<file path="config.mk">
export PLATFORM = sky130hd
export DESIGN_NAME = instr_fetch_unit
export DESIGN_NICKNAME = d
export VERILOG_FILES = /design/src/rtl/cpu_pkg.sv /design/src/rtl/ifu_fifo.sv /design/src/rtl/instr_fetch_unit.sv
export SDC_FILE = /design/constraint.sdc
export NUM_CORES = 1
export LEC_CHECK = 0
export ABC_AREA = 1
export BUFFER_PORTS_ARGS = -buffer_cell sky130_fd_sc_hd__buf_2
export CAP_MARGIN = 20
export CORE_MARGIN = 2
export CORE_UTILIZATION = 55
export CTS_CLUSTER_DIAMETER = 100
export CTS_CLUSTER_SIZE = 10
export DETAILED_ROUTE_END_ITERATION = 16
export GPL_TIMING_DRIVEN = 1
export PLACE_DENSITY_LB_ADDON = 0.3
export SLEW_MARGIN = 20
export SYNTH_ARGS = -nofsm -noshare
export SYNTH_HDL_FRONTEND = slang
export SYNTH_SLANG_ARGS = --single-unit
</file>
<file path="constraint.sdc">
create_clock -name clk -period 2.11 [get_ports clk]
set_clock_uncertainty 0.1 [all_clocks]
set_input_delay 0.422 -clock clk [delete_from_list [all_inputs] [get_ports clk]]
set_output_delay 0.422 -clock clk [all_outputs]
set_load 0.02 [all_outputs]
</file>
<file path="src/rtl/cpu_pkg.sv">
// Shared CPU definitions: word/PC widths, instruction and PC types, opcode field location.
package cpu_pkg;

  localparam int unsigned INSTR_W = 19;
  localparam int unsigned PC_W    = 19;

  typedef logic [INSTR_W-1:0] instr_t;
  typedef logic [PC_W-1:0]    pc_t;

  localparam int unsigned OPC_MSB = 12;
  localparam int unsigned OPC_LSB = 9;
  localparam int unsigned OPC_W   = OPC_MSB - OPC_LSB + 1;

  typedef struct packed {
    pc_t    pc;
    instr_t instr;
  } fetch_entry_t;

  function automatic logic [OPC_W-1:0] opcode_of(input instr_t i);
    return i[OPC_MSB:OPC_LSB];
  endfunction

endpackage

</file>
<file path="src/rtl/ifu_fifo.sv">
// Prefetch FIFO for the fetch unit: DEPTH entries (power of two), push/pop/flush, live count.
module ifu_fifo
  import cpu_pkg::*;
#(
  parameter int unsigned DATA_W = 38,
  parameter int unsigned DEPTH  = 4
) (
  input  logic                       clk,
  input  logic                       reset,
  input  logic                       push,
  input  logic [DATA_W-1:0]          push_data,
  input  logic                       pop,
  input  logic                       flush,
  output logic [DATA_W-1:0]          head,
  output logic [$clog2(DEPTH+1)-1:0] count
);

  localparam int unsigned AW = $clog2(DEPTH);
  localparam int unsigned CW = $clog2(DEPTH+1);

  logic [DATA_W-1:0] mem [DEPTH];
  logic [AW-1:0]     rd_ptr;
  logic [AW-1:0]     wr_ptr;

  always_ff @(posedge clk or negedge reset) begin
    if (!reset) begin
      rd_ptr <= '0;
      wr_ptr <= '0;
      count  <= '0;
      for (int unsigned i = 0; i < DEPTH; i++) mem[i] <= '0;
    end else if (flush) begin
      rd_ptr <= '0;
      wr_ptr <= '0;
      count  <= '0;
    end else begin
      if (push) begin
        mem[wr_ptr] <= push_data;
        wr_ptr      <= wr_ptr + AW'(1);
      end
      if (pop) rd_ptr <= rd_ptr + AW'(1);
      case ({push, pop})
        2'b10:   count <= count + CW'(1);
        2'b01:   count <= count - CW'(1);
        default: ;
      endcase
    end
  end

  assign head = mem[rd_ptr];

endmodule

</file>
<file path="src/rtl/instr_fetch_unit.sv">
// Instruction fetch unit: PC generation, one-cycle imem reads, prefetch FIFO, valid/ready to core.
// Optional `IFU_STALL_CNT_EN adds a saturating 16-bit stall_cnt output.
module instr_fetch_unit
  import cpu_pkg::*;
#(
  parameter int unsigned INSTR_W = cpu_pkg::INSTR_W,
  parameter int unsigned PC_W    = cpu_pkg::PC_W,
  parameter int unsigned DEPTH   = 4
) (
  input  logic               clk,
  input  logic               reset,
  output logic               imem_req,
  output logic [PC_W-1:0]    imem_addr,
  input  logic [INSTR_W-1:0] imem_rdata,
  input  logic               redirect_valid,
  input  logic [PC_W-1:0]    redirect_pc,
  output logic               instr_valid,
  output logic [INSTR_W-1:0] instr,
  output logic [PC_W-1:0]    instr_pc,
  input  logic               instr_ready
`ifdef IFU_STALL_CNT_EN
  ,
  output logic [15:0]        stall_cnt
`endif
);

  localparam int unsigned CW = $clog2(DEPTH+1);

  logic [PC_W-1:0]         fpc;
  logic [PC_W-1:0]         tag;
  logic                    infl;
  logic [CW-1:0]           cnt;
  logic                    push;
  logic                    pop;
  logic [PC_W+INSTR_W-1:0] head;

  // Counting the in-flight read against capacity guarantees its push always finds room.
  assign imem_req  = reset && !redirect_valid && ((32'(cnt) + 32'(infl)) < DEPTH);
  assign imem_addr = fpc;

  always_ff @(posedge clk or negedge reset) begin
    if (!reset) begin
      fpc  <= '0;
      tag  <= '0;
      infl <= 1'b0;
    end else if (redirect_valid) begin
      fpc  <= redirect_pc;
      infl <= 1'b0;
    end else begin
      infl <= imem_req;
      if (imem_req) begin
        fpc <= fpc + PC_W'(1);
        tag <= fpc;
      end
    end
  end

  assign instr_valid = (cnt != '0);
  assign push        = infl && !redirect_valid;
  assign pop         = instr_valid && instr_ready && !redirect_valid;

  ifu_fifo #(
    .DATA_W (PC_W + INSTR_W),
    .DEPTH  (DEPTH)
  ) u_fifo (
    .clk       (clk),
    .reset     (reset),
    .push      (push),
    .push_data ({tag, imem_rdata}),
    .pop       (pop),
    .flush     (redirect_valid),
    .head      (head),
    .count     (cnt)
  );

  assign {instr_pc, instr} = head;

`ifdef IFU_STALL_CNT_EN
  // The first edge after reset release is skipped: no fetch could have returned before it.
  logic run;

  always_ff @(posedge clk or negedge reset) begin
    if (!reset) begin
      run       <= 1'b0;
      stall_cnt <= '0;
    end else begin
      run <= 1'b1;
      if (run && instr_ready && !instr_valid && (stall_cnt != '1))
        stall_cnt <= stall_cnt + 16'd1;
    end
  end
`endif

endmodule
</file>
==> impl_metrics.csv <==
group,metric,value,unit
setup_path,cpLargestDelayFamily,"buffers and inverters",
grt,grtUsageTotal,28.2,%
floorplan,die_w,132,um
status,violations,"setup timing",
cts,cts.root.buffer_cell,"clkbuf_16",
final_layout,mostFrequentLayoutCell,"nand2_1",
logic_synthesis,ys_ff_latch,198,
route,avgRoutedWirePerCell,18.3,um
setup_path,r2r_start,"u_fifo.count[2]$_DFFE_PN0P_",
floorplan,rows,46,
timing,post-route-worst-setup-slack,-0.193,ns
setup_path,worst_r2r_path_depth,10,
cts,numCtsBuffers,17,
setup_path,crit_path_start_kind,"register",
status,status,"finished, violations left",
final_layout,drive_gt1_share,23.9,%
setup_path,crit_arrival,1.78,ns
logic_synthesis,ys_types,28,
setup_path,crit_fanout,6,
route,drtIter0Drc,876,
setup_path,path_buf_inv,4,
timing,finalCriticalPeriod,2.30,ns
timing,post-route-period-util,109,%
power_and_ir_drop,powerDensity,997,nW/um^2
cts,clkLatencyLatePin,0.44,ns
final_layout,area.growth.synth_to_final,27.8,%
cts,ctsLongestPathBuffers,2,
setup_path,cp.required,1.59,ns
route,drc,0,
power_and_ir_drop,leakagePower,5.59,nW
setup_path,critPathKind,"register to primary output",
timing,slew_viol_final,0,
job,max_cap_violations,0,
place,port_buffers,100,
timing,worst_pin_slew,0.825,ns
timing,finalHoldViolations,0,
floorplan,fp.dieH,132,um
power_and_ir_drop,vdd_drop_max,714,uV
final_layout,num-nets-final,1225,
floorplan,pin_count,101,
setup_path,crit_path_cell_trace,"clkinv_4 -> buf_6 -> buf_16 -> o21ai_1 -> o22ai_1 -> buf_4",
setup_path,critPathMaxStageDelay,0.46,ns
place,place.detailed.hpwl,13100,um
cts,cts_sinks,198,
worst_hold_path,min_path_type,"input pin to async pin",
grt,antenna_found_initial,0,
route,vias,8115,
place,dpl_cell_area,9770,sq um
power_and_ir_drop,totalPowerFinal,11.5,mW
grt,grt_pass1_wl,39200,um
final_layout,antenna_cells,0,
setup_path,r2r_slack,0.22,ns
floorplan,die-area,17400,sq um
floorplan,core,15900,sq um
timing,rsz0062_at_grt,"true",
timing,hold_slack,0.0777,ns
logic_synthesis,ys_seq_area_share,55.1,%
final_layout,stdcell_area,11500,sq um
route,via_per_inst,5.77,
grt,grt_pass1_vias,7676,
final_layout,mostFrequentLayoutCells,"242 x nand2_1, 197 x dfrtp_1, 154 x o21ai_0",
logic_synthesis,syn_inst,1062,
cts,cts_tree,"done",
setup_path,r2r_end,"u_fifo.count[2]$_DFFE_PN0P_",
timing,setup_viol,38,
floorplan,start_util,56.4,%
setup_path,end_kind,"primary output",
route,drtPass1Iterations,5,
logic_synthesis,netlist_area,8990,sq um
timing,relSlewSlack,45.0,%
route,postRouteAntennaNets,0,
logic_synthesis,ys_warn_count,0,
route,drt_wl_total,25700,um
logic_synthesis,synth_nets,1110,
setup_path,crit_path_top_delay_cell,"dfrtp_2",
cts,cts-htree-levels,4,
place,globalplace.congestion,0.895,
cts,cts.reportedPaths.clkPinSlew,0.07,ns
logic_synthesis,avgSynthCellArea,8.47,sq um
timing,timing.fmax,0.434,GHz
grt,grt_remaining_overflow,0,
grt,grt_max_degree,152,
-- what timing repair did --
action	4_1_cts	5_1_grt
setup buffers	12	7
pin swaps	26	28
gates resized for setup	133	96
hold buffers	0	0
endpoints found under the setup margin	39	38
gates cloned	7	6
-- per-stage QoR --
step                setup WS, ns  TNS (ns)  util [%]  std cells
floorplan                  0.161         0         -       1062
global placement           0.229         0      61.3       1345
detailed placement         0.194         0      61.3       1345
CTS                       -0.131     -3.33      69.2       1396
global route              -0.260     -6.48      72.1       1406
finish                    -0.193     -5.10      72.1       1406
-- final cells by class --
type,instances,area [sq um]
Clock inverter,12,174
Sequential cell,198,4960
Fill cell,1138,4450
Multi-Input combinational cell,716,3710
Tap cell,216,270
Timing Repair Buffer,161,1610
Clock buffer,20,457
Inverter,83,319
-- power by group --
part | internal (mW) | switching (mW) | leakage [nW]
Clock | 2.05 | 1.46 | 0.311
Sequential | 4.42 | 0.499 | 2.58
Combinational | 1.29 | 1.74 | 2.70
Total | 7.76 | 3.70 | 5.59
-- sequential cells by signal, indices dropped and copies added, names as in the netlist --
signal	flops
u_fifo.rd_ptr	2
tag	19
u_fifo.mem	152
u_fifo.count	3
u_fifo.wr_ptr	2
infl	1
imem_addr	19
-- Yosys cell counts --
| master | number | share of area, % |
|---|---|---|
| dfrtp_1 | 198 | 55 |
| o21ai_1 | 53 | 2.9 |
| inv_2 | 1 | 0.042 |
| o211ai_1 | 6 | 0.50 |
| nand3_2 | 1 | 0.11 |
| xnor2_1 | 1 | 0.097 |
| or2_2 | 1 | 0.070 |
| o22ai_1 | 38 | 2.6 |
| clkbuf_1 | 27 | 1.1 |
| nor3_1 | 2 | 0.11 |
| nand2_1 | 242 | 10 |
| nor2_2 | 1 | 0.070 |
| a31oi_1 | 1 | 0.070 |
| o21ai_0 | 211 | 12 |
| nor2_1 | 101 | 4.2 |
| buf_4 | 2 | 0.17 |
| fa_1 | 1 | 0.22 |
| buf_6 | 20 | 2.5 |
| nor2_4 | 1 | 0.13 |
| nand3_1 | 35 | 1.9 |
| clkbuf_2 | 1 | 0.056 |
| ha_1 | 5 | 0.70 |
| nand2_2 | 5 | 0.35 |
| buf_2 | 15 | 0.83 |
| inv_4 | 1 | 0.070 |
| inv_1 | 81 | 3.4 |
| a21oi_1 | 9 | 0.50 |
| xor2_1 | 2 | 0.19 |
-- layer usage --
metal,track usage [%],vias to the layer above,part of all wire (%)
met2,44.1,371,48
met5,0,-,0
met3,6.31,72,7.7
met4,10.7,0,3.2
li1,-,3723,-
met1,38.8,3949,41
-- logic make-up (layout without fill, tap and decap cells) --
| kind of cell | count (synthesis) | in the layout | share of synthesized area [%] |
|---|---|---|---|
| compound gates | 318 | 318 | 18.4 |
| xor+xnor | 3 | 3 | 0.292 |
| fa+ha+maj | 6 | 6 | 0.918 |
| buf+inv | 148 | 276 | 8.18 |
| flops | 198 | 198 | 55.1 |
| simple gates | 389 | 389 | 17.1 |
-- worst max path at each step --
stage / startpoint / endpoint / cells after the start
after global placement: u_fifo.rd_ptr[0]$_DFFE_PN0P_ / instr_pc[16] / 4
final: u_fifo.rd_ptr[0]$_DFFE_PN0P_ / instr_pc[15] / 6
after floorplan: u_fifo.count[0]$_DFFE_PN0P_ / u_fifo.count[2]$_DFFE_PN0P_ / 9
after global routing: u_fifo.rd_ptr[0]$_DFFE_PN0P_ / instr[18] / 7
after CTS: u_fifo.rd_ptr[0]$_DFFE_PN0P_ / instr_pc[14] / 7
after detailed placement: redirect_valid / u_fifo.mem[11]$_DFFE_PN0P_ / 9
(Power assumes the default switching activity.)
